File: src/rtl/spi_flash_mux_n_if.sv
// Host/flash pin groups and control for the N-channel SPI flash router.
// master drives host pins, flash MISO and selection; slave is the router.
interface spi_flash_mux_n_if #(
    parameter int N_FLASH = 2,
    parameter int IDX_W   = 1,
    parameter int CNT_W   = 16
);
    logic               h_clk;
    logic               h_cs_n;
    logic               h_mosi;
    logic               h_miso;
    logic [N_FLASH-1:0] f_clk;
    logic [N_FLASH-1:0] f_cs_n;
    logic [N_FLASH-1:0] f_mosi;
    logic [N_FLASH-1:0] f_miso;
    logic [N_FLASH-1:0] sel_mask;
    logic [IDX_W-1:0]   rd_sel;
    logic [N_FLASH-1:0] active_mask;
    logic [IDX_W-1:0]   active_rd_sel;
    logic               mode_switch_pending;
    logic [CNT_W-1:0]   txn_count;
    logic               cmp_clr;
    logic               cmp_mismatch;

    modport master (
        output h_clk, h_cs_n, h_mosi, f_miso, sel_mask, rd_sel, cmp_clr,
        input  h_miso, f_clk, f_cs_n, f_mosi, active_mask, active_rd_sel,
        input  mode_switch_pending, txn_count, cmp_mismatch
    );

    modport slave (
        input  h_clk, h_cs_n, h_mosi, f_miso, sel_mask, rd_sel, cmp_clr,
        output h_miso, f_clk, f_cs_n, f_mosi, active_mask, active_rd_sel,
        output mode_switch_pending, txn_count, cmp_mismatch
    );
endinterface

File: src/rtl/spi_flash_mux_n.sv
// N-channel SPI flash router with guarded mask switching and txn counting.
// Define FLASH_MUX_MISO_CMP_EN to enable mirrored-MISO cross-checking.
module spi_flash_mux_n #(
    parameter int N_FLASH      = 2,
    parameter int IDX_W        = 1,
    parameter int GUARD_CYCLES = 4,
    parameter int CNT_W        = 16
) (
    input logic             clk,
    input logic             rst,
    spi_flash_mux_n_if.slave bus
);
    localparam int G_W = $clog2(GUARD_CYCLES + 1);
    localparam int NP  = 2 ** IDX_W;

    typedef enum logic [1:0] {IDLE, ACTIVE, GUARD} state_t;

    state_t             state;
    logic [G_W-1:0]     g_cnt;
    logic [1:0]         cs_sync;
    logic               cs_s;
    logic [N_FLASH-1:0] active_mask;
    logic [IDX_W-1:0]   active_rd_sel;
    logic               pending;
    logic [CNT_W-1:0]   txn_count;
    logic               rd_ok;
    logic               diff;
    logic               apply;
    logic [NP-1:0]      mask_pad;
    logic [NP-1:0]      miso_pad;

    always_ff @(posedge clk or posedge rst) begin
        if (rst) cs_sync <= 2'b11;
        else     cs_sync <= {cs_sync[0], bus.h_cs_n};
    end
    assign cs_s = cs_sync[1];

    // Out-of-range read index is never applied, so it must not count as a diff
    assign rd_ok = int'(bus.rd_sel) < N_FLASH;
    assign diff  = (bus.sel_mask != active_mask) ||
                   (rd_ok && (bus.rd_sel != active_rd_sel));
    assign apply = (state == IDLE) && bus.h_cs_n;

    always_ff @(posedge clk or posedge rst) begin
        if (rst) begin
            state         <= IDLE;
            g_cnt         <= '0;
            active_mask   <= N_FLASH'(1);
            active_rd_sel <= '0;
            pending       <= 1'b0;
            txn_count     <= '0;
        end else begin
            unique case (state)
                IDLE: begin
                    if (!cs_s) begin
                        state     <= ACTIVE;
                        txn_count <= txn_count + CNT_W'(1);
                    end
                end
                ACTIVE: begin
                    if (cs_s) begin
                        state <= GUARD;
                        g_cnt <= '0;
                    end
                end
                GUARD: begin
                    if (!cs_s) begin
                        state     <= ACTIVE;
                        txn_count <= txn_count + CNT_W'(1);
                    end else if (g_cnt == G_W'(GUARD_CYCLES - 1)) begin
                        state <= IDLE;
                    end else begin
                        g_cnt <= g_cnt + G_W'(1);
                    end
                end
                default: state <= IDLE;
            endcase

            if (apply) begin
                active_mask <= bus.sel_mask;
                if (rd_ok) active_rd_sel <= bus.rd_sel;
                pending <= 1'b0;
            end else if (state != IDLE && diff) begin
                pending <= 1'b1;
            end
        end
    end

    assign bus.f_clk  = active_mask & {N_FLASH{bus.h_clk}};
    assign bus.f_cs_n = ~active_mask | {N_FLASH{bus.h_cs_n}};
    assign bus.f_mosi = active_mask & {N_FLASH{bus.h_mosi}};

    assign mask_pad   = NP'(active_mask);
    assign miso_pad   = NP'(bus.f_miso);
    assign bus.h_miso = mask_pad[active_rd_sel] & miso_pad[active_rd_sel];

    assign bus.active_mask         = active_mask;
    assign bus.active_rd_sel       = active_rd_sel;
    assign bus.mode_switch_pending = pending;
    assign bus.txn_count           = txn_count;

`ifdef FLASH_MUX_MISO_CMP_EN
    logic [2:0]         hclk_sync;
    logic [N_FLASH-1:0] miso_s1;
    logic [N_FLASH-1:0] miso_s2;
    logic               mismatch;
    logic               hclk_rise;
    logic               disagree;

    assign hclk_rise = hclk_sync[1] & ~hclk_sync[2];
    // A 1 and a 0 among enabled channels needs at least two enabled
    assign disagree  = (|(active_mask & miso_s2)) &&
                       (|(active_mask & ~miso_s2));

    always_ff @(posedge clk or posedge rst) begin
        if (rst) begin
            hclk_sync <= '0;
            miso_s1   <= '0;
            miso_s2   <= '0;
            mismatch  <= 1'b0;
        end else begin
            hclk_sync <= {hclk_sync[1:0], bus.h_clk};
            miso_s1   <= bus.f_miso;
            miso_s2   <= miso_s1;
            if (state == ACTIVE && hclk_rise && disagree) mismatch <= 1'b1;
            else if (bus.cmp_clr)                          mismatch <= 1'b0;
        end
    end
    assign bus.cmp_mismatch = mismatch;
`else
    logic unused_cmp_clr;
    assign unused_cmp_clr   = bus.cmp_clr;
    assign bus.cmp_mismatch = 1'b0;
`endif
endmodule

File: src/flat_wrapper.sv
// flat-port wrapper written by rule: the top's interface ports become plain ports
module spi_flash_mux_n_flat 
#(
    parameter int N_FLASH      = 2,
    parameter int IDX_W        = 1,
    parameter int GUARD_CYCLES = 4,
    parameter int CNT_W        = 16
)
  (clk, rst, bus_h_clk, bus_h_cs_n, bus_h_mosi, bus_f_miso, bus_sel_mask, bus_rd_sel, bus_cmp_clr, bus_h_miso, bus_f_clk, bus_f_cs_n, bus_f_mosi, bus_active_mask, bus_active_rd_sel, bus_mode_switch_pending, bus_txn_count, bus_cmp_mismatch);
  spi_flash_mux_n_if #(.N_FLASH(N_FLASH), .IDX_W(IDX_W), .CNT_W(CNT_W)) bus_i ();
  input logic clk;
  input logic rst;
  input wire logic [$bits(bus_i.h_clk)-1:0] bus_h_clk;
  input wire logic [$bits(bus_i.h_cs_n)-1:0] bus_h_cs_n;
  input wire logic [$bits(bus_i.h_mosi)-1:0] bus_h_mosi;
  input wire logic [$bits(bus_i.f_miso)-1:0] bus_f_miso;
  input wire logic [$bits(bus_i.sel_mask)-1:0] bus_sel_mask;
  input wire logic [$bits(bus_i.rd_sel)-1:0] bus_rd_sel;
  input wire logic [$bits(bus_i.cmp_clr)-1:0] bus_cmp_clr;
  output wire logic [$bits(bus_i.h_miso)-1:0] bus_h_miso;
  output wire logic [$bits(bus_i.f_clk)-1:0] bus_f_clk;
  output wire logic [$bits(bus_i.f_cs_n)-1:0] bus_f_cs_n;
  output wire logic [$bits(bus_i.f_mosi)-1:0] bus_f_mosi;
  output wire logic [$bits(bus_i.active_mask)-1:0] bus_active_mask;
  output wire logic [$bits(bus_i.active_rd_sel)-1:0] bus_active_rd_sel;
  output wire logic [$bits(bus_i.mode_switch_pending)-1:0] bus_mode_switch_pending;
  output wire logic [$bits(bus_i.txn_count)-1:0] bus_txn_count;
  output wire logic [$bits(bus_i.cmp_mismatch)-1:0] bus_cmp_mismatch;
  assign bus_i.h_clk = bus_h_clk;
  assign bus_i.h_cs_n = bus_h_cs_n;
  assign bus_i.h_mosi = bus_h_mosi;
  assign bus_i.f_miso = bus_f_miso;
  assign bus_i.sel_mask = bus_sel_mask;
  assign bus_i.rd_sel = bus_rd_sel;
  assign bus_i.cmp_clr = bus_cmp_clr;
  assign bus_h_miso = bus_i.h_miso;
  assign bus_f_clk = bus_i.f_clk;
  assign bus_f_cs_n = bus_i.f_cs_n;
  assign bus_f_mosi = bus_i.f_mosi;
  assign bus_active_mask = bus_i.active_mask;
  assign bus_active_rd_sel = bus_i.active_rd_sel;
  assign bus_mode_switch_pending = bus_i.mode_switch_pending;
  assign bus_txn_count = bus_i.txn_count;
  assign bus_cmp_mismatch = bus_i.cmp_mismatch;
  spi_flash_mux_n #(.N_FLASH(N_FLASH), .IDX_W(IDX_W), .GUARD_CYCLES(GUARD_CYCLES), .CNT_W(CNT_W)) u_core (.clk(clk), .rst(rst), .bus(bus_i));
endmodule
File: config.mk
export PLATFORM = sky130hd
export DESIGN_NAME = spi_flash_mux_n_flat
export DESIGN_NICKNAME = d
export VERILOG_FILES = /design/src/rtl/spi_flash_mux_n_if.sv /design/src/rtl/spi_flash_mux_n.sv /design/src/flat_wrapper.sv
export SDC_FILE = /design/constraint.sdc
export NUM_CORES = 1
export LEC_CHECK = 0
export ABC_CLOCK_PERIOD_IN_PS = 2100
export CORE_ASPECT_RATIO = 0.75
export CORE_MARGIN = 1
export CORE_UTILIZATION = 46
export DETAILED_ROUTE_END_ITERATION = 16
export PLACE_DENSITY = 0.77
export SYNTH_ARGS = -nofsm -noshare
export SYNTH_HDL_FRONTEND = slang
export SYNTH_SLANG_ARGS = --single-unit
File: constraint.sdc
create_clock -name clk -period 2.1 [get_ports clk]
set_input_delay 0.21 -clock clk [delete_from_list [all_inputs] [get_ports clk]]
set_output_delay 0.21 -clock clk [all_outputs]
set_load 0.01 [all_outputs]
==> results by group <==
Status
  – Status: finished, final reports clean

CTS
  – # hold bufs at CTS: 0
  – Max Root-Sink Buffers: 2
  – CTS tree: done
  – CTS H-Tree Depth: 1
  – CTS Buf Count: 3
  – Clk Latency, worst-skew pair: 0.26 ns
  – Post-CTS sizing: 0
  – Post-CTS setup buffer count: 0
  – Worst-path clk slew: 0.09 ns
  – Root Driver: clkbuf_8
  – Clk sinks: 27

Worst hold path
  – Min-delay worst type: in2async

Synthesis
  – Synthesized net count: 130
  – Post-synthesis sequential area ratio: 0.521
  – Synth Register Bits: 27
  – Cell Area, Synth: 1300 um2
  – Syn Inst Count: 116
  – Avg Cell Area, Syn: 11.2 um2
  – Number of warning messages in the yosys log: 0
  – Prevailing post-synth register cell: dfrtp_1
  – Asr flop ratio synth: 1.00
  – EDFF count, synth: 0
  – Synth cell types: 35

Floorplanning
  – I/O pins: 39
  – Die area: 3050 um2
  – Row count: 16
  – Die X: 63.5 um
  – Core area: 2640 um2
  – Die Ht: 48.1 um
  – Initial Util: 0.493

Worst setup path
  – Crit path kind: reg2out
  – Reg-to-Reg Start: u_core.state[0]
  – CP arrival: 1.61 ns
  – Worst Path Max Fanout: 7
  – Type of destination of the critical path: primary output
  – CP delay by family, top: flip-flops
  – CP max stage cell: dfstp_2
  – Max stage delay on crit path: 0.60 ns
  – Crit path cell chain: nand2_1 > o21ai_0 > clkdlybuf4s50_1
  – CP Launch Type: register
  – Critical path startpoint: u_core.bus.active_mask[0]
  – Critical path required time: 1.89 ns
  – CP Buf/Inv Count: 1

Route
  – WL/cell: 12.7 um
  – DR iter-0 viols: 20
  – DRC: 0
  – Final antenna-violating net count: 0
  – Via count: 972
  – DR vias/cell: 5.09
  – Final WL: 2.43 mm
  – Drt pass-1 iters: 4

Global route
  – First-pass GRT wire length: just under 4 mm
  – Total track usage: 0.176
  – Antenna violations before repair: 0
  – Vias in the first global route: 860
  – M2 GR Usage: 0.294
  – Largest net degree at the start of global routing: 28
  – Busiest grt layer: met2
  – GRT met3 Usage: 0.0467
  – GRT overflow: 0
  – Met1 usage: 0.235

Cells and area
  – Fin util: 0.662
  – ANT cells: 0
  – Final nets: 170
  – Area delta synth->final: 34.3%
  – Commonest non-fill, non-tap cell in the layout: clkdlybuf4s50_1
  – Most frequent cells in the layout: clkdlybuf4s50_1 (36), dfrtp_1 (24), nand2_1 (10)
  – Ratio of cells with drive above 1 in the final layout: 0.0839

Power
  – Pwr dens: 825 nW/um2
  – Leak: 0.000762 uW
  – Max VDD drop: 0.399 mV
  – Power, Total: 1440 uW

Timing
  – Max-slew violation count: 0
  – Final worst slack: 0.277 ns
  – Clock skew: approximately 0.0043 ns
  – Crit path time final: 1.82 ns
  – Setup TNS: 0 ns
  – Crit share post-route: 0.868
  – Final Hold Fails: 0
  – RSZ-0062 raised after global routing: false
  – Max Fclk: 0.548 GHz
  – Setup violation total in the final timing report: 0

Flow run
  – Max Cap Violations: 0

Place
  – DP Worst Slack: 0.423 ns
  – GP Congestion: 0.694
  – Dpl hpwl: 1.91 mm
  – PortBufs: 36
cell usage after synthesis (2+ instances only):
cell / instances / area (um2)
nand2_1: 10 / 37.5
nand3_1: 6 / 30.0
mux2_1: 3 / 33.8
nand4_1: 3 / 18.8
a22o_1: 3 / 26.3
dfrtp_1: 24 / 601
inv_1: 5 / 18.8
nor2b_1: 3 / 18.8
xnor2_1: 9 / 78.8
nor2_1: 4 / 15.0
o21ai_1: 3 / 15.0
and2_1: 5 / 31.3
ha_1: 3 / 37.5
nand2b_1: 2 / 12.5
and3_1: 2 / 12.5
xor2_1: 9 / 78.8
o21ai_0: 2 / 10.0
dfstp_2: 3 / 78.8
worst reg2reg max path: stages (launching register included):
cell and delay, ns:
dfrtp_1 0.51, or3b_4 0.46, nor3_4 0.30, nand4_1 0.16, xnor2_1 0.15
layout make-up:
class	instances	area [um2]
well taps	36	45.0
flip-flops and latches	27	679
inverters	6	22.5
fillers	218	892
clock buffers	4	45.0
multi-input cells	81	591
repair buffers	37	368
through the flow:
step | hold slack [ns] | instances | instance area [um2]
3_3_place_gp | 0.347 | 187 | 1710
3_5_place_dp | 0.347 | 187 | 1710
6_report | 0.299 | 191 | 1750
5_1_grt | 0.339 | 191 | 1750
2_1_floorplan | 0.214 | 116 | 1300
4_1_cts | 0.315 | 191 | 1750
routing by layer:
layer  vias up  routed length [um]
li1        474                   -
met1       481                1170
met2        15                1180
met3         2                  62
met4         0                  11
met5         -                   0
power by group:
part	switching [uW]	internal, uW	leakage (uW)
Clock	146	135	0.0000228
Sequential	125	606	0.000345
Combinational	168	263	0.000395
sequential cells by signal, summed over array words and instances (netlist names):
signal                          cells
u_core.cs_sync                      2
u_core.bus.active_mask              2
u_core.bus.active_rd_sel            1
u_core.bus.txn_count               16
u_core.g_cnt                        3
u_core.state                        2
u_core.bus.mode_switch_pending      1
kinds of logic (layout without fill, tap and decap cells):
group / count (synthesis) / after routing / synth area share
multiplexers: 4 / 4 / 0.0345
adder cells (fa/ha/maj): 3 / 3 / 0.0288
XOR/XNOR: 18 / 18 / 0.121
flip-flops: 27 / 27 / 0.521
AND/OR/NAND/NOR: 44 / 44 / 0.212
other: 1 / 1 / 0.00288
AO/OA/AOI/OAI: 11 / 11 / 0.0537
buffers and inverters: 8 / 47 / 0.0259
final timing paths:
check                                           endpoint  slack [ns]  cells past startpoint
max in group asynchronous              u_core.cs_sync[0]        1.50                      3
min in group clk                       u_core.cs_sync[1]        0.35                      0
worst min register to register         u_core.cs_sync[1]        0.35                      0
worst max-delay path                          bus_h_miso        0.28                      3
worst max register to register  u_core.bus.txn_count[15]        0.41                      4
worst min-delay path             u_core.bus.txn_count[1]        0.30                      3
(Power assumes the default switching activity.)
